### src/rtl/btle_rx_phase_ctrl_pkg.sv
// Shared constants for the BTLE receive phase controller: FSM encoding,
// access-address length and the advertising-channel default access address.
package btle_rx_phase_ctrl_pkg;

  localparam int unsigned AA_LEN = 32;
  localparam logic [AA_LEN-1:0] DEFAULT_AA = 32'h8E89_BED6;

  // FSM encoding kept as plain constants so older tools can consume it
  localparam logic [1:0] ST_IDLE   = 2'd0;
  localparam logic [1:0] ST_SEARCH = 2'd1;
  localparam logic [1:0] ST_LOCKED = 2'd2;
  localparam logic [1:0] ST_DONE   = 2'd3;

  // Next sampling phase with wrap at the last phase of a symbol
  function automatic logic [15:0] next_phase(input logic [15:0] cur, input logic [15:0] last);
    logic [15:0] nxt;
    if (cur == last) begin
      nxt = 16'd0;
    end else begin
      nxt = cur + 16'd1;
    end
    return nxt;
  endfunction

endpackage

### src/rtl/btle_rx_phase_ctrl_aa_correlator.sv
// One access-address correlator: a 32-bit LSB-first shift register plus a
// look-ahead comparator that reports whether the bit being shifted in now
// completes the target access address.
module btle_aa_correlator
  import btle_rx_phase_ctrl_pkg::*;
(
  input  logic              clk,
  input  logic              rst,
  input  logic              i_clr,
  input  logic              i_shift,
  input  logic              i_bit,
  input  logic [AA_LEN-1:0] i_aa,
  output logic              o_match
);

  logic [AA_LEN-1:0] r_sr;
  logic [AA_LEN-1:0] w_sr_nxt;

  // New bits enter at the MSB so that after 32 shifts bit 0 holds the first bit on air
  assign w_sr_nxt = {i_bit, r_sr[AA_LEN-1:1]};

  // Match is evaluated on the post-shift value so the controller can react in the same cycle
  assign o_match = i_shift & (w_sr_nxt == i_aa);

  // Shift register with synchronous clear; clear wins over shift
  always_ff @(posedge clk) begin
    if (rst) begin
      r_sr <= {AA_LEN{1'b0}};
    end else if (i_clr) begin
      r_sr <= {AA_LEN{1'b0}};
    end else if (i_shift) begin
      r_sr <= w_sr_nxt;
    end else begin
      r_sr <= r_sr;
    end
  end

endmodule

### src/rtl/btle_rx_phase_ctrl.sv
// BTLE receive phase controller: one access-address correlator per sampling
// phase, locks to the first phase that matches, then decimates to one bit per
// symbol for the programmed payload length and signals packet end.
module btle_rx_phase_ctrl
  import btle_rx_phase_ctrl_pkg::*;
#(
  parameter int SAMPLE_PER_SYMBOL = 8,
  parameter int PHASE_WIDTH       = 3,
  parameter int LEN_BIT_WIDTH     = 12
) (
  input  logic                     clk,
  input  logic                     rst,
  input  logic                     en,
  input  logic [AA_LEN-1:0]        access_address,
  input  logic [LEN_BIT_WIDTH-1:0] payload_bit_len,
  input  logic                     phy_bit,
  input  logic                     bit_valid,
  output logic                     hit,
  output logic [PHASE_WIDTH-1:0]   locked_phase,
  output logic                     bit_out,
  output logic                     bit_out_valid,
  output logic                     pkt_done,
  output logic                     busy
);

  // Sample counter only needs to reach the point where every phase has seen a full AA window
  localparam int unsigned SAMPLE_THRESH = AA_LEN * SAMPLE_PER_SYMBOL - 1;
  localparam int          SCNT_W        = $clog2(AA_LEN * SAMPLE_PER_SYMBOL);
  localparam logic [SCNT_W-1:0]      SCNT_MAX   = SCNT_W'(SAMPLE_THRESH);
  localparam logic [PHASE_WIDTH-1:0] PHASE_LAST = PHASE_WIDTH'(SAMPLE_PER_SYMBOL - 1);

  logic [1:0]               r_state;
  logic [PHASE_WIDTH-1:0]   r_phase_cnt;
  logic [SCNT_W-1:0]        r_sample_cnt;
  logic [LEN_BIT_WIDTH-1:0] r_bit_cnt;
  logic [LEN_BIT_WIDTH-1:0] r_len_q;
  logic [PHASE_WIDTH-1:0]   r_locked_phase;
  logic                     r_hit;
  logic                     r_bit_out;
  logic                     r_bit_out_valid;
  logic                     r_pkt_done;
  logic                     r_busy;

  logic [1:0]               w_state_nxt;
  logic [PHASE_WIDTH-1:0]   w_phase_nxt;
  logic [PHASE_WIDTH-1:0]   w_phase_adv;
  logic [SCNT_W-1:0]        w_scnt_nxt;
  logic [LEN_BIT_WIDTH-1:0] w_bit_cnt_nxt;
  logic [LEN_BIT_WIDTH-1:0] w_len_nxt;
  logic [PHASE_WIDTH-1:0]   w_lp_nxt;
  logic                     w_hit_nxt;
  logic                     w_bout_nxt;
  logic                     w_bov_nxt;
  logic                     w_pkt_nxt;

  logic [SAMPLE_PER_SYMBOL-1:0] w_shift;
  logic [SAMPLE_PER_SYMBOL-1:0] w_match;
  logic                         w_match_sel;
  logic                         w_clr;

  // Correlators are wiped whenever the controller is between search attempts
  assign w_clr = (r_state == ST_IDLE) | (r_state == ST_DONE);

  assign w_phase_adv = PHASE_WIDTH'(next_phase(16'(r_phase_cnt), 16'(PHASE_LAST)));

  genvar g;
  generate
    for (g = 0; g < SAMPLE_PER_SYMBOL; g++) begin : g_corr
      // Only the correlator owning the current phase shifts on a valid sample
      assign w_shift[g] = (r_state == ST_SEARCH) & en & bit_valid & (r_phase_cnt == PHASE_WIDTH'(g));

      btle_aa_correlator u_corr (
        .clk     (clk),
        .rst     (rst),
        .i_clr   (w_clr),
        .i_shift (w_shift[g]),
        .i_bit   (phy_bit),
        .i_aa    (access_address),
        .o_match (w_match[g])
      );
    end
  endgenerate

  // Select the match flag of the phase being sampled this cycle
  always_comb begin
    w_match_sel = 1'b0;
    for (int i = 0; i < SAMPLE_PER_SYMBOL; i++) begin
      w_match_sel = w_match_sel | ((r_phase_cnt == PHASE_WIDTH'(i)) & w_match[i]);
    end
  end

  // Next-state and next-output logic for the search/lock/decimate sequence
  always_comb begin
    w_state_nxt   = r_state;
    w_phase_nxt   = r_phase_cnt;
    w_scnt_nxt    = r_sample_cnt;
    w_bit_cnt_nxt = r_bit_cnt;
    w_len_nxt     = r_len_q;
    w_lp_nxt      = r_locked_phase;
    w_hit_nxt     = 1'b0;
    w_bout_nxt    = r_bit_out;
    w_bov_nxt     = 1'b0;
    w_pkt_nxt     = 1'b0;
    if (!en) begin
      // Silent abort: no pulses, locked_phase kept for diagnostics
      w_state_nxt   = ST_IDLE;
      w_phase_nxt   = {PHASE_WIDTH{1'b0}};
      w_scnt_nxt    = {SCNT_W{1'b0}};
      w_bit_cnt_nxt = {LEN_BIT_WIDTH{1'b0}};
    end else begin
      case (r_state)
        ST_IDLE: begin
          w_phase_nxt   = {PHASE_WIDTH{1'b0}};
          w_scnt_nxt    = {SCNT_W{1'b0}};
          w_bit_cnt_nxt = {LEN_BIT_WIDTH{1'b0}};
          w_state_nxt   = ST_SEARCH;
        end
        ST_SEARCH: begin
          if (bit_valid) begin
            w_phase_nxt = w_phase_adv;
            if (r_sample_cnt < SCNT_MAX) begin
              w_scnt_nxt = r_sample_cnt + SCNT_W'(1);
            end else begin
              w_scnt_nxt = r_sample_cnt;
            end
            // Guard: a match only counts once every register holds real samples
            if (w_match_sel && (r_sample_cnt >= SCNT_MAX)) begin
              w_hit_nxt     = 1'b1;
              w_lp_nxt      = r_phase_cnt;
              w_len_nxt     = payload_bit_len;
              w_bit_cnt_nxt = {LEN_BIT_WIDTH{1'b0}};
              w_state_nxt   = ST_LOCKED;
            end else begin
              w_state_nxt = ST_SEARCH;
            end
          end else begin
            w_state_nxt = ST_SEARCH;
          end
        end
        ST_LOCKED: begin
          if (bit_valid) begin
            w_phase_nxt = w_phase_adv;
          end else begin
            w_phase_nxt = r_phase_cnt;
          end
          if (r_bit_cnt == r_len_q) begin
            // Length reached (or zero): finish without consuming a sample
            w_state_nxt = ST_DONE;
            w_pkt_nxt   = 1'b1;
          end else if (bit_valid && (r_phase_cnt == r_locked_phase)) begin
            w_bout_nxt    = phy_bit;
            w_bov_nxt     = 1'b1;
            w_bit_cnt_nxt = r_bit_cnt + LEN_BIT_WIDTH'(1);
          end else begin
            w_state_nxt = ST_LOCKED;
          end
        end
        ST_DONE: begin
          w_phase_nxt   = {PHASE_WIDTH{1'b0}};
          w_scnt_nxt    = {SCNT_W{1'b0}};
          w_bit_cnt_nxt = {LEN_BIT_WIDTH{1'b0}};
          w_state_nxt   = ST_SEARCH;
        end
        default: begin
          w_state_nxt = ST_IDLE;
        end
      endcase
    end
  end

  // State, counters and registered outputs with synchronous reset
  always_ff @(posedge clk) begin
    if (rst) begin
      r_state         <= ST_IDLE;
      r_phase_cnt     <= {PHASE_WIDTH{1'b0}};
      r_sample_cnt    <= {SCNT_W{1'b0}};
      r_bit_cnt       <= {LEN_BIT_WIDTH{1'b0}};
      r_len_q         <= {LEN_BIT_WIDTH{1'b0}};
      r_locked_phase  <= {PHASE_WIDTH{1'b0}};
      r_hit           <= 1'b0;
      r_bit_out       <= 1'b0;
      r_bit_out_valid <= 1'b0;
      r_pkt_done      <= 1'b0;
      r_busy          <= 1'b0;
    end else begin
      r_state         <= w_state_nxt;
      r_phase_cnt     <= w_phase_nxt;
      r_sample_cnt    <= w_scnt_nxt;
      r_bit_cnt       <= w_bit_cnt_nxt;
      r_len_q         <= w_len_nxt;
      r_locked_phase  <= w_lp_nxt;
      r_hit           <= w_hit_nxt;
      r_bit_out       <= w_bout_nxt;
      r_bit_out_valid <= w_bov_nxt;
      r_pkt_done      <= w_pkt_nxt;
      r_busy          <= (w_state_nxt == ST_LOCKED);
    end
  end

  assign hit           = r_hit;
  assign locked_phase  = r_locked_phase;
  assign bit_out       = r_bit_out;
  assign bit_out_valid = r_bit_out_valid;
  assign pkt_done      = r_pkt_done;
  assign busy          = r_busy;

endmodule

### config.mk
export PLATFORM = sky130hd
export DESIGN_NAME = btle_rx_phase_ctrl
export DESIGN_NICKNAME = d
export VERILOG_FILES = /design/src/rtl/btle_rx_phase_ctrl_pkg.sv /design/src/rtl/btle_rx_phase_ctrl_aa_correlator.sv /design/src/rtl/btle_rx_phase_ctrl.sv
export SDC_FILE = /design/constraint.sdc
export NUM_CORES = 1
export LEC_CHECK = 0
export ABC_AREA = 1
export CAP_MARGIN = 40
export CORE_MARGIN = 5
export CORE_UTILIZATION = 55
export DETAILED_ROUTE_END_ITERATION = 7
export PLACE_DENSITY = 0.79
export SLEW_MARGIN = 20
export SYNTH_ARGS = -nofsm -noshare
export SYNTH_HDL_FRONTEND = slang
export SYNTH_SLANG_ARGS = --single-unit
### constraint.sdc
create_clock -name clk -period 2.1 [get_ports clk]
set_input_delay 0.21 -clock clk [delete_from_list [all_inputs] [get_ports clk]]
set_output_delay 0.21 -clock clk [all_outputs]
set_load 0.05 [all_outputs]
# == Yosys cells after proc, flatten, opt, wreduce, memory -nomap -nowiden ==
# Index checks and enable logic that the tools add are counted.
# totals
register_bits,301
word_cells,126
input_bits,49
output_inout_bits,8
# op_classes
add_sub_neg,3
eq_ne,27
muxes,20
n_lt_le_gt_ge,2
reduce_logical,16
bitwise_logic,39
# op_table
op,count
$eq A32 B32 Y1,8
$mux W12,4
$pmux W12 S3,1
$and A1 B1 Y1,26
$mux W8,2
$pmux W8 S2,1
$add A12 B1 Y12 const B,1
$eq A12 B12 Y1,1
$eq A3 B3 Y1 const B,4
$reduce_and A4 Y1,3
$mux W2,5
$add A8 B1 Y8 const B,1
$ge A8 B8 Y1 const B,1
$lt A8 B8 Y1 const B,1
$or A1 B1 Y1,8
$reduce_or A2 Y1,4
$reduce_or A4 Y1,2
$eq A2 B2 Y1 const B,3
$eq A3 B2 Y1 const B,2
$mux W3,2
$ne A2 B1 Y1 const B,3
$ne A2 B2 Y1 const B,3
$pmux W2 S3,1
$pmux W3 S2,1
12 further kinds,19

# == Longest topological paths before layout ==
# Gate-level depths: netlist (run 1).
# logic_depth
word_depth,19
mapped_depth,20
mapped_depth_nobuf,18

# == Cells and area by module ==
# A second synthesis (run 1) with hierarchy kept.
# hier_totals
hier_cells,2351
hier_area_um2,16832.4
# modules_own_cells
module,area_each_um2,seq_area_each_um2,cells_per_inst,n_inst
btle_aa_correlator,1764.2,620.6,245,8
btle_rx_phase_ctrl,2718.9,900.9,391,1

# == Least setup slack after synthesis (run 1) ==
# OpenSTA, ideal clock, no wires.
# synth_path
kind,register to register
startpoint,reg r_phase_cnt[1]
endpoint,reg r_bit_cnt[10]
arrival_time_ns,1.891
path_slack_ns,0.094
setup_ns,0.115
path_buffers,2
period_less_slack_ns,2.006
stages_incl_launch_ff,18
cell_sequence,dfxtp_1 ha_1 ha_1 inv_1 nor2_2 inv_1 nor2_1 nand3_1 nand2_1 nor2_1 nand2_1 nand2_1 buf_6 nand2_4 buf_6 nand3_1 nand2_1 nor2_1
# synth_between
elab_chain_len,14
word_cells_on_any_way,45
# synth_rtl
element,line,source
from (decl),btle_rx_phase_ctrl.sv:33,logic [PHASE_WIDTH-1:0] r_phase_cnt;
from (signal assigned),btle_rx_phase_ctrl.sv:175,r_phase_cnt <= {PHASE_WIDTH{1'b0}};
from (signal assigned),btle_rx_phase_ctrl.sv:187,r_phase_cnt <= w_phase_nxt;
$eq A3 B1 Y1 or $logic_not A3 Y1 (tied branches),"btle_rx_phase_ctrl.sv:70, btle_rx_phase_ctrl.sv:88",
$and A1 B1 Y1,btle_rx_phase_ctrl.sv:70,assign w_shift[g] = (r_state == ST_SEARCH) & en & bit_valid & (r_phase_cnt == PHASE_WIDTH'(g));
$and A1 B1 Y1,btle_rx_phase_ctrl_aa_correlator.sv:23,assign o_match = i_shift & (w_sr_nxt == i_aa);
$and A1 B1 Y1,btle_rx_phase_ctrl.sv:88,w_match_sel = w_match_sel | ((r_phase_cnt == PHASE_WIDTH'(i)) & w_match[i]);
$or A1 B1 Y1 (7 in series),btle_rx_phase_ctrl.sv:88,
$logic_and A1 B1 Y1,btle_rx_phase_ctrl.sv:127,if (w_match_sel && (r_sample_cnt >= SCNT_MAX)) begin
$ne A2 B1 Y1 (no line),-,
$reduce_and A4 Y1 (no line) *,-,
to (signal assigned),btle_rx_phase_ctrl.sv:177,r_bit_cnt <= {LEN_BIT_WIDTH{1'b0}};
to (signal assigned),btle_rx_phase_ctrl.sv:189,r_bit_cnt <= w_bit_cnt_nxt;
to (decl),btle_rx_phase_ctrl.sv:35,logic [LEN_BIT_WIDTH-1:0] r_bit_cnt;
# Mark *: on every way between the ends. The rest lies on a longest branch, timed or not.
# A chain may end at the register's enable or synchronous reset.

# == Worst setup path after layout (run 1) ==
# layout_path
startpoint,reg r_phase_cnt[1]
endpoint,reg r_bit_cnt[11]
# Same word-level chain as after synthesis.

==> results of run 1 <==
==> per-stage QoR <==
stage	worst slack, ns	power, W	utilization [%]	std cells
2_1_floorplan	0.0943	0.00620	-	2027
3_3_place_gp	-0.627	0.00667	62.2	2432
3_5_place_dp	-0.653	0.00668	62.2	2432
4_1_cts	-0.00413	0.0125	66.9	2495
5_1_grt	-0.0419	0.0128	68.0	2500
6_report	0.0522	0.0125	68.0	2500
==> synthesized netlist by cell type (2+ instances only) <==
master / number
nor4_1: 3
nand2_1: 636
a211oi_1: 96
xnor2_1: 175
clkbuf_1: 64
dfxtp_1: 293
inv_2: 5
nand3b_1: 2
buf_2: 25
nand4_1: 26
nand2_2: 2
nor2_1: 230
or2_2: 5
inv_1: 141
ha_1: 12
nor3_1: 7
buf_1: 15
buf_4: 8
o21ai_0: 27
buf_6: 3
o22ai_1: 8
a31oi_1: 2
nand3_1: 39
xor2_1: 11
a21oi_1: 183
==> worst reg2reg max path, cell delays in order, from the launching register on <==
cell and delay, ns:
dfxtp_4 0.36, ha_4 0.15, ha_4 0.12, inv_2 0.04, nor2_4 0.19, inv_2 0.06
nor2_1 0.11, nand3_1 0.12, nand2_1 0.13, nor2_1 0.06, nand2_2 0.10, nand2_4 0.11
nand2_8 0.11, buf_6 0.11, nand3_2 0.06, nand2_2 0.06, nor2_1 0.04
==> metal layers <==
metal	global-route usage, %	part of all wire (%)	wire (um)	vias up
met5	0	0.032	14	-
li1	-	-	-	6675
met1	37.7	41	17900	6373
met3	5.52	8.8	3800	153
met2	45.5	45	19300	557
met4	13.6	5.4	2350	2
==> how the worst max path moves through the flow <==
stage                                           start                         end  slack, ns  cells after the start
after CTS                 r_phase_cnt[0]$_SDFFE_PP0P_   r_bit_cnt[1]$_SDFFE_PP0P_     -0.004                     16
after global routing      r_phase_cnt[2]$_SDFFE_PP0P_   r_bit_cnt[4]$_SDFFE_PP0P_      -0.04                     13
final                     r_phase_cnt[1]$_SDFFE_PP0P_  r_bit_cnt[11]$_SDFFE_PP0P_       0.05                     16
after global placement                        phy_bit   r_bit_cnt[9]$_SDFFE_PP0P_      -0.63                     17
after detailed placement                      phy_bit  r_bit_cnt[11]$_SDFFE_PP0P_      -0.65                     17
after floorplan           r_phase_cnt[1]$_SDFFE_PP0P_  r_bit_cnt[10]$_SDFFE_PP0P_       0.09                     17
==> power breakdown <==
part	internal [W]	switching, W	total [W]
clock	0.00356	0.00229	0.00585
combinational	0.000449	0.000586	0.00104
sequential	0.00557	0.0000111	0.00558
==> cells in the final DEF (no fill, tap or decap), types with 9 or more instances in the layout <==
cell type and n:
o21ai_0 24, nand3_1 29, dfxtp_1 289, nand2_1 630
buf_12 25, nand3_2 9, xor2_1 11, nor2_1 219
clkbuf_16 37, clkbuf_8 10, inv_1 133, a211oi_1 95
inv_2 10, a21oi_1 182, clkdlybuf4s50_1 45, clkbuf_1 9
nand4_1 26, nor2_2 11, buf_4 104, xnor2_1 175
==> layout make-up <==
class / instances / area [um^2]
timing repair buffer: 193 / 1940
multi-input combinational: 1473 / 7660
tap: 335 / 419
clock buffer: 56 / 1100
sequential: 293 / 5870
inverter: 146 / 559
fill: 2091 / 8270
clock inverter: 4 / 20.0
==> sequential cells by signal, indices dropped and copies added (netlist names) <==
name,cells
r_bit_cnt,12
locked_phase,3
r_sample_cnt,8
busy,1
r_state,2
hit,1
bit_out_valid,1
g_corr.u_corr.r_sr,248
r_phase_cnt,3
bit_out,1
r_len_q,12
pkt_done,1
==> logic make-up (layout without fill, tap and decap cells) <==
logic type | Yosys count | after routing | share of synthesized area (%)
AOI/OAI and AO/OA | 320 | 320 | 13.0
xor gates and xnor gates | 186 | 186 | 11.4
adders and majority gates | 12 | 12 | 1.05
buffers and inverters | 261 | 399 | 7.42
DFF | 293 | 293 | 40.9
and+or+nand+nor | 955 | 955 | 26.2
==> timing repair <==
item                                    in CTS  in global routing
endpoints found under the setup margin      31                 36
resized for setup                           32                 57
buffers inserted                             3                  5
hold buffers                                 0                  0
pin swaps                                    7                 13
==> results.py, run 1 <==
metrics = {
    "run_status": {
        "outcome": "complete, no violations",
    },
    "critical_path": {
        "crit_chain": "ha_4 -> ha_4 -> inv_2 -> nor2_4 -> inv_2 -> nor2_1 -> nand3_1 -> nand2_1 -> nor2_1 -> nand2_2 -> nand2_4 -> nand2_8 -> buf_6 -> nand3_2 -> nand2_2 -> nor2_1",
        "crit_fanout": 8,
        "r2r_end": "r_bit_cnt[11]$_SDFFE_PP0P_",
        "critPathTopFamily": "simple AND/OR/NAND/NOR gates",
        "required_ns": 2.49,
        "worstPathArrival_ns": 2.44,
        "reg2reg_slack_ns": 0.05,
        "cp_slowest_cell": "dfxtp_4",
        "crit_buf_inv": 3,
        "cp_common_cell": "nor2_1",
        "startpoint_type": "flip-flop",
        "crit_type": "flip-flop to flip-flop",
        "end_kind": "flip-flop",
        "crit_path_max_incr_delay_ns": 0.36,
        "r2r_start": "r_phase_cnt[1]$_SDFFE_PP0P_",
        "worstRegToRegCells": 16,
    },
    "logic_synthesis": {
        "async_flop_share_pct": 0,
        "seq_area_frac_synth_pct": 40.9,
        "synth_top_area_cell": "dfxtp_1",
        "ys_types": 34,
        "ys_ff_latch": 293,
        "synth_top_area_share_pct": 40.9,
        "synth_area_um2": 14300,
        "syn_inst": 2027,
        "synth_nets": 2088,
        "synthesis.yosys.warnings": 0,
        "avgSynthCellArea_um2": 7.07,
        "synth_area_leaders": "dfxtp_1 (41%), nand2_1 (17%), xnor2_1 (11%)",
        "synth_edf_count": 0,
        "synth_flop_cell": "dfxtp_1",
    },
    "layout": {
        "layout.nets": 2202,
        "antenna_cells": 0,
        "stdcell_area_um2": 17600,
        "drive_gt1_share_pct": 11.7,
        "synthToLayoutAreaGrowth_pct": 22.5,
    },
    "clock_network": {
        "cts-htree-levels": 2,
        "clock_sinks": 293,
        "numCtsBuffers": 34,
        "cts_tree": "yes",
        "clock_path_buffers": 3,
        "clk_latency_ns": 0.51,
        "cts-root-buf": "clkbuf_16",
        "path_clk_slew_ns": 0.06,
    },
    "route": {
        "vias_per_cell": 5.50,
        "detail-route-antenna-nets": 0,
        "wl_per_cell_um": 17.3,
        "drc": 0,
        "vias": 13800,
        "drt_wl_total_mm": 43.4,
        "drtIter0Drc": 1310,
        "dr.pass1.iters": 6,
    },
    "sta": {
        "slew_viol_final": 0,
        "holdWs_ns": 0.307,
        "rsz0062_at_grt": "true",
        "finalCriticalPeriod_ns": 2.05,
        "final_hold_viol_count": 0,
        "relSlewSlack_pct": 65.4,
        "fmax_ghz": 0.488,
        "finalSetupTns_ns": 0,
        "worstMarginPinSlew_ns": 0.518,
        "setup-violations-final": 0,
        "post-route-period-util_pct": 97.5,
        "finalClockSkew_ns": 0.0140,
    },
    "floorplanning": {
        "die_y_um": 171,
        "dieArea_um2": 29400,
        "initial_utilization_pct": 55.5,
        "rows": 59,
        "core-area_um2": 25800,
        "die_w_um": 171,
        "boundaryPins": 57,
    },
    "job": {
        "drv_cap": 0,
    },
    "hold_path": {
        "min_delay_worst_endpoint": "r_len_q[0]$_SDFFE_PP0P_",
        "min_path_cells": 3,
        "hp-start": "payload_bit_len[0]",
        "hp-class": "input port to flip-flop",
    },
    "placed_design": {
        "hpwlAfterDp_mm": 29.6,
        "port_buffers": 56,
        "gp_congestion": 0.984,
        "dpl-instance-area_um2": 16100,
    },
    "pwr": {
        "power.density_nw_per_um2": 710,
        "ir_drop_mv": 0.742,
        "p_leak_nw": 6.44,
    },
    "global_routing": {
        "grt_pass1_vias": 12900,
        "antenna_found_initial": 1,
        "grt_overflow": 0,
        "grtUsageTotal_pct": 28.6,
        "grt_pass1_wl_mm": 67.2,
        "grt_max_degree": 72,
    },
}
No activity file was read; power rests on OpenSTA's default activity.
==> run 2, diff against run 1 <==
SETUP_SLACK_MARGIN = 0.02   (was unset)
==> results.py, run 2 (synthesis gave the netlist of run 1 again) <==
metrics = {
    "sta": {
        "relSlewSlack_pct": 65.1,
        "worstMarginPinSlew_ns": 0.522,
        "finalClockSkew_ns": 0.0138,
        "final_hold_viol_count": 0,
        "setup-violations-final": 0,
        "fmax_ghz": 0.494,
        "rsz0062_at_grt": "true",
        "finalCriticalPeriod_ns": 2.02,
        "setup_slack_ns": 0.0753,
        "post-route-period-util_pct": 96.4,
        "slew_viol_final": 0,
    },
    "layout": {
        "largest_reg_flops": 248,
        "final_cell_count_no_fill": 2501,
        "reg_top3": "g_corr.u_corr.r_sr: 248 flops, r_bit_cnt: 12 flops, r_len_q: 12 flops",
        "layout.nets": 2203,
        "n_fill_cell": 2096,
        "antenna_cells": 0,
        "layout.cells.most_common": "nand2_1",
        "drive_gt1_share_pct": 11.8,
        "mostFrequentLayoutCells": "nand2_1 (631), dfxtp_1 (287), nor2_1 (220)",
        "top_register": "g_corr.u_corr.r_sr",
        "synthToLayoutAreaGrowth_pct": 22.4,
    },
    "critical_path": {
        "reg2reg_slack_ns": 0.08,
        "end_kind": "flip-flop",
        "required_ns": 2.49,
        "crit_fanout": 9,
        "worstPathArrival_ns": 2.42,
        "startpoint_type": "input port",
        "crit_type": "input port to flip-flop",
    },
    "global_routing": {
        "grtUsageTotal_pct": 28.7,
        "grt_max_degree": 72,
        "antenna_found_initial": 1,
        "grt_overflow": 0,
        "grt_pass1_wl_mm": 67.4,
        "grt_pass1_vias": 12900,
    },
    "hold_path": {
        "hp-class": "input port to flip-flop",
    },
    "clock_network": {
        "clock_path_buffers": 3,
        "clk_latency_ns": 0.51,
        "numCtsBuffers": 34,
        "clock_sinks": 293,
        "cts-root-buf": "clkbuf_16",
        "path_clk_slew_ns": 0.06,
        "cts_tree": "yes",
        "cts-htree-levels": 2,
    },
    "job": {
        "drv_cap": 0,
    },
    "run_status": {
        "outcome": "complete, no violations",
    },
    "placed_design": {
        "hpwlAfterDp_mm": 29.6,
        "post-place-ws_ns": -0.653,
        "dp.cells": 2432,
        "gp_congestion": 0.984,
        "port_buffers": 56,
    },
    "route": {
        "drc": 0,
        "detail-route-antenna-nets": 0,
        "drtIter0Drc": 1249,
        "dr.pass1.iters": 5,
        "vias_per_cell": 5.48,
        "vias": 13700,
        "drt_wl_total_mm": 43.3,
        "wl_per_cell_um": 17.3,
    },
    "pwr": {
        "p_comb_share_pct": 8.3,
        "internal_power_w": 0.00958,
        "switchingPower_w": 0.00288,
        "p_clk_share_pct": 46.9,
        "p_leak_nw": 6.42,
        "ir_drop_mv": 0.737,
        "power.density_nw_per_um2": 710,
        "swShare_pct": 23.1,
        "pwr-share-seq_pct": 44.8,
    },
    "floorplanning": {
        "boundaryPins": 57,
        "dieArea_um2": 29400,
        "die_y_um": 171,
        "core-area_um2": 25800,
        "initial_utilization_pct": 55.5,
        "die_w_um": 171,
        "rows": 59,
    },
}
## run 2: what timing repair did
| action | CTS | global route |
|---|---|---|
| endpoints found under the setup margin | 31 | 35 |
| gates resized for setup | 51 | 38 |
| setup buffers | 3 | 6 |
| hold buffers | 0 | 0 |
| pin swaps | 8 | 9 |
## run 2: power groups by stage
stage	Sequential (W)	Combinational, W	Clock (W)
CTS	0.00558	0.000995	0.00588
global route	0.00558	0.00109	0.00612
detailed placement	0.00570	0.000976	0
global placement	0.00570	0.000966	0
finish	0.00558	0.00104	0.00584
floorplan	0.00570	0.000507	0
## run 2: path summary, 6_finish.rpt
path                               startpoint                    endpoint  cells after the start
setup reg to reg  r_phase_cnt[1]$_SDFFE_PP0P_  r_bit_cnt[10]$_SDFFE_PP0P_                     16
hold reg to reg          bit_out$_SDFFE_PP0P_        bit_out$_SDFFE_PP0P_                      2
hold / removal             payload_bit_len[0]     r_len_q[0]$_SDFFE_PP0P_                      3
setup / recovery           access_address[15]  r_bit_cnt[10]$_SDFFE_PP0P_                     17
## run 2: cell type report
type | count | area, um^2 | share of cell area (%)
well taps | 335 | 419 | 2.39
repair buffers | 194 | 1940 | 11.0
clock buffers | 56 | 1100 | 6.25
multi-input cells | 1473 | 7640 | 43.5
flip-flops and latches | 293 | 5880 | 33.5
clock inverters | 4 | 20.0 | 0.114
inverters | 146 | 559 | 3.19
## run 2: critical path: stages
cell and delay [ns]:
clkdlybuf4s50_1 0.51, buf_12 0.18, xnor2_1 0.13, nand2_1 0.08
nor2_1 0.16, nand2_1 0.10, nor2_1 0.14, nand3_1 0.10
nand2_1 0.11, nor2_1 0.06, nand2_2 0.10, nand2_4 0.11
nand2_8 0.10, buf_4 0.11, nand3_1 0.07, nand2_1 0.09
nor2_1 0.04
## run 2: metrics by stage
stage	TNS, ns	hold WS [ns]	utilization (%)	area [um^2]	power, W
2_1_floorplan	0	0.345	-	14300	0.00620
3_3_place_gp	-18.22	0.437	62.2	16100	0.00667
3_5_place_dp	-18.73	0.455	62.2	16100	0.00668
4_1_cts	0	0.299	67.3	17400	0.0125
5_1_grt	-0.133	0.305	67.9	17500	0.0128
6_report	0	0.308	67.9	17500	0.0125
## run 2: per-layer routing
layer / track usage (%) / part of all wire (%) / wire length (um)
met5: 0 / 0.032 / 14
met4: 13.6 / 5.2 / 2230
met3: 5.52 / 9.4 / 4090
met2: 45.8 / 45 / 19400
met1: 37.7 / 41 / 17500
==> run 3, diff against run 2 <==
CORE_MARGIN = unset   (was 5)
==> results.py, run 3 (synthesis gave the netlist of run 1 again) <==
metrics = {
    "run_status": {
        "outcome": "finished, violations left",
        "violations": "negative setup slack",
    },
    "placed_design": {
        "post-place-ws_ns": -0.686,
        "hpwlAfterDp_mm": 29.8,
        "port_buffers": 56,
        "gp_congestion": 0.955,
    },
    "clock_network": {
        "postCtsSetupRepairBufs": 0,
        "cts-root-buf": "clkbuf_16",
        "path_clk_slew_ns": 0.06,
        "clock_sinks": 293,
        "cts_tree": "yes",
        "cts-htree-levels": 2,
        "clock_path_buffers": 3,
        "cts_hold_buf": 0,
        "numCtsBuffers": 34,
        "clk_latency_ns": 0.51,
    },
    "critical_path": {
        "worstPathArrival_ns": 2.51,
        "crit_fanout": 8,
        "required_ns": 2.50,
        "cp_slowest_cell": "clkdlybuf4s50_1",
        "startpoint_type": "input port",
        "cp_common_cell": "nand2_1",
        "crit_type": "input port to flip-flop",
        "crit_chain": "clkdlybuf4s50_1 -> buf_4 -> nand2_1 -> nand4_1 -> nor2_1 -> nand2_1 -> nor2_2 -> nand3_1 -> nand2_1 -> nor2_4 -> nand2_2 -> nand2_4 -> nand2_4 -> clkbuf_16 -> a21oi_2 -> nor2_1",
        "crit_path_max_incr_delay_ns": 0.60,
        "end_kind": "flip-flop",
    },
    "sta": {
        "worstMarginPinSlew_ns": 0.533,
        "setup-violations-final": 5,
        "post-route-period-util_pct": 101,
        "finalClockSkew_ns": 0.0178,
        "setup_slack_ns": -0.0113,
        "finalSetupTns_ns": -0.0312,
        "fmax_ghz": 0.474,
        "finalCriticalPeriod_ns": 2.11,
        "relSlewSlack_pct": 64.4,
        "rsz0062_at_grt": "true",
        "slew_viol_final": 0,
        "final_hold_viol_count": 0,
    },
    "layout": {
        "synthToLayoutAreaGrowth_pct": 22.3,
        "reg_top3": "g_corr.u_corr.r_sr: 248 flops, r_bit_cnt: 12 flops, r_len_q: 12 flops",
        "largest_reg_flops": 248,
        "top_register": "g_corr.u_corr.r_sr",
        "n_fill_cell": 1999,
        "multi_input_area_um2": 7630,
        "regArea_um2": 5870,
        "layout.nets": 2194,
        "drive_gt1_share_pct": 11.1,
        "mostFrequentLayoutCells": "nand2_1 (630), dfxtp_1 (290), nor2_1 (224)",
        "layout.cells.most_common": "nand2_1",
        "antenna_cells": 0,
    },
    "pwr": {
        "p_leak_nw": 6.41,
        "totalPowerFinal_w": 0.0126,
        "power.density_nw_per_um2": 718,
        "p_comb_share_pct": 8.1,
        "ir_drop_mv": 0.570,
        "pwr-share-seq_pct": 44.3,
        "swShare_pct": 23.3,
        "p_clk_share_pct": 47.6,
        "switchingPower_w": 0.00293,
        "internal_power_w": 0.00965,
    },
    "floorplanning": {
        "die_y_um": 163,
        "die_w_um": 163,
        "boundaryPins": 57,
        "initial_utilization_pct": 56.4,
        "dieArea_um2": 26700,
        "rows": 58,
        "core-area_um2": 25400,
    },
    "job": {
        "drv_cap": 0,
    },
    "route": {
        "drc": 0,
        "wl_per_cell_um": 17.3,
        "drt_wl_total_mm": 43.1,
        "vias": 13800,
        "vias_per_cell": 5.54,
        "detail-route-antenna-nets": 0,
        "dr.pass1.iters": 5,
        "drtIter0Drc": 1305,
    },
    "global_routing": {
        "antenna_found_initial": 0,
        "grt_pass1_vias": 13100,
        "grt_overflow": 0,
        "grtUsageTotal_pct": 32.0,
        "grt_max_degree": 74,
        "grt_pass1_wl_mm": 66.8,
    },
    "hold_path": {
        "hp-class": "input port to flip-flop",
    },
}
run 3: power groups by stage:
stage | clock, W | combinational [W] | sequential, W
after floorplan | 0 | 0.000507 | 0.00570
after global placement | 0 | 0.000959 | 0.00570
after detailed placement | 0 | 0.000971 | 0.00570
after CTS | 0.00604 | 0.000982 | 0.00558
after global routing | 0.00626 | 0.00107 | 0.00558
final | 0.00598 | 0.00102 | 0.00558
run 3: per-layer routing:
metal / vias to the layer above / GRT usage (%) / part of all wire [%]
met3: 158 / 5.51 / 9.0
met5: - / 0 / 0
met1: 6364 / 40.6 / 40
li1: 6653 / - / -
met2: 620 / 51.5 / 45
met4: 0 / 17.4 / 5.5
run 3: final timing paths:
check / start / to / slack [ns] / depth (start not counted)
worst max-delay path: access_address[25] / r_bit_cnt[4]$_SDFFE_PP0P_ / -0.01 / 16
worst min register to register: bit_out$_SDFFE_PP0P_ / bit_out$_SDFFE_PP0P_ / 0.45 / 2
worst max register to register: r_state[1]$_SDFF_PP0_ / r_bit_cnt[11]$_SDFFE_PP0P_ / 0.03 / 16
worst min-delay path: payload_bit_len[3] / r_len_q[3]$_SDFFE_PP0P_ / 0.29 / 3
run 3: critical path: cells and delay by family:
family          cells  cell delay [ns]
compound gates      1             0.13
buf+inv             3             1.01
simple gates       12             1.14
run 3: stage by stage:
step | hold slack, ns | instance area, um^2 | util, % | std cells
floorplan | 0.345 | 14300 | - | 2027
global placement | 0.433 | 16100 | 63.4 | 2426
detailed placement | 0.441 | 16100 | 63.4 | 2426
CTS | 0.281 | 17300 | 68.1 | 2487
global route | 0.327 | 17500 | 69.0 | 2488
finish | 0.291 | 17500 | 69.0 | 2488
run 3: cell type report:
| class | instances | area share [%] |
|---|---|---|
| clock buffers | 52 | 6.12 |
| clock inverters | 9 | 0.421 |
| inverters | 146 | 3.17 |
| multi-input cells | 1473 | 43.5 |
| flip-flops and latches | 293 | 33.5 |
| well taps | 330 | 2.36 |
| repair buffers | 185 | 10.9 |
run 3: what timing repair did:
item,CTS,global route
gates resized for setup,25,48
gates cloned,0,1
setup endpoints to repair,31,32
pin swaps,4,11
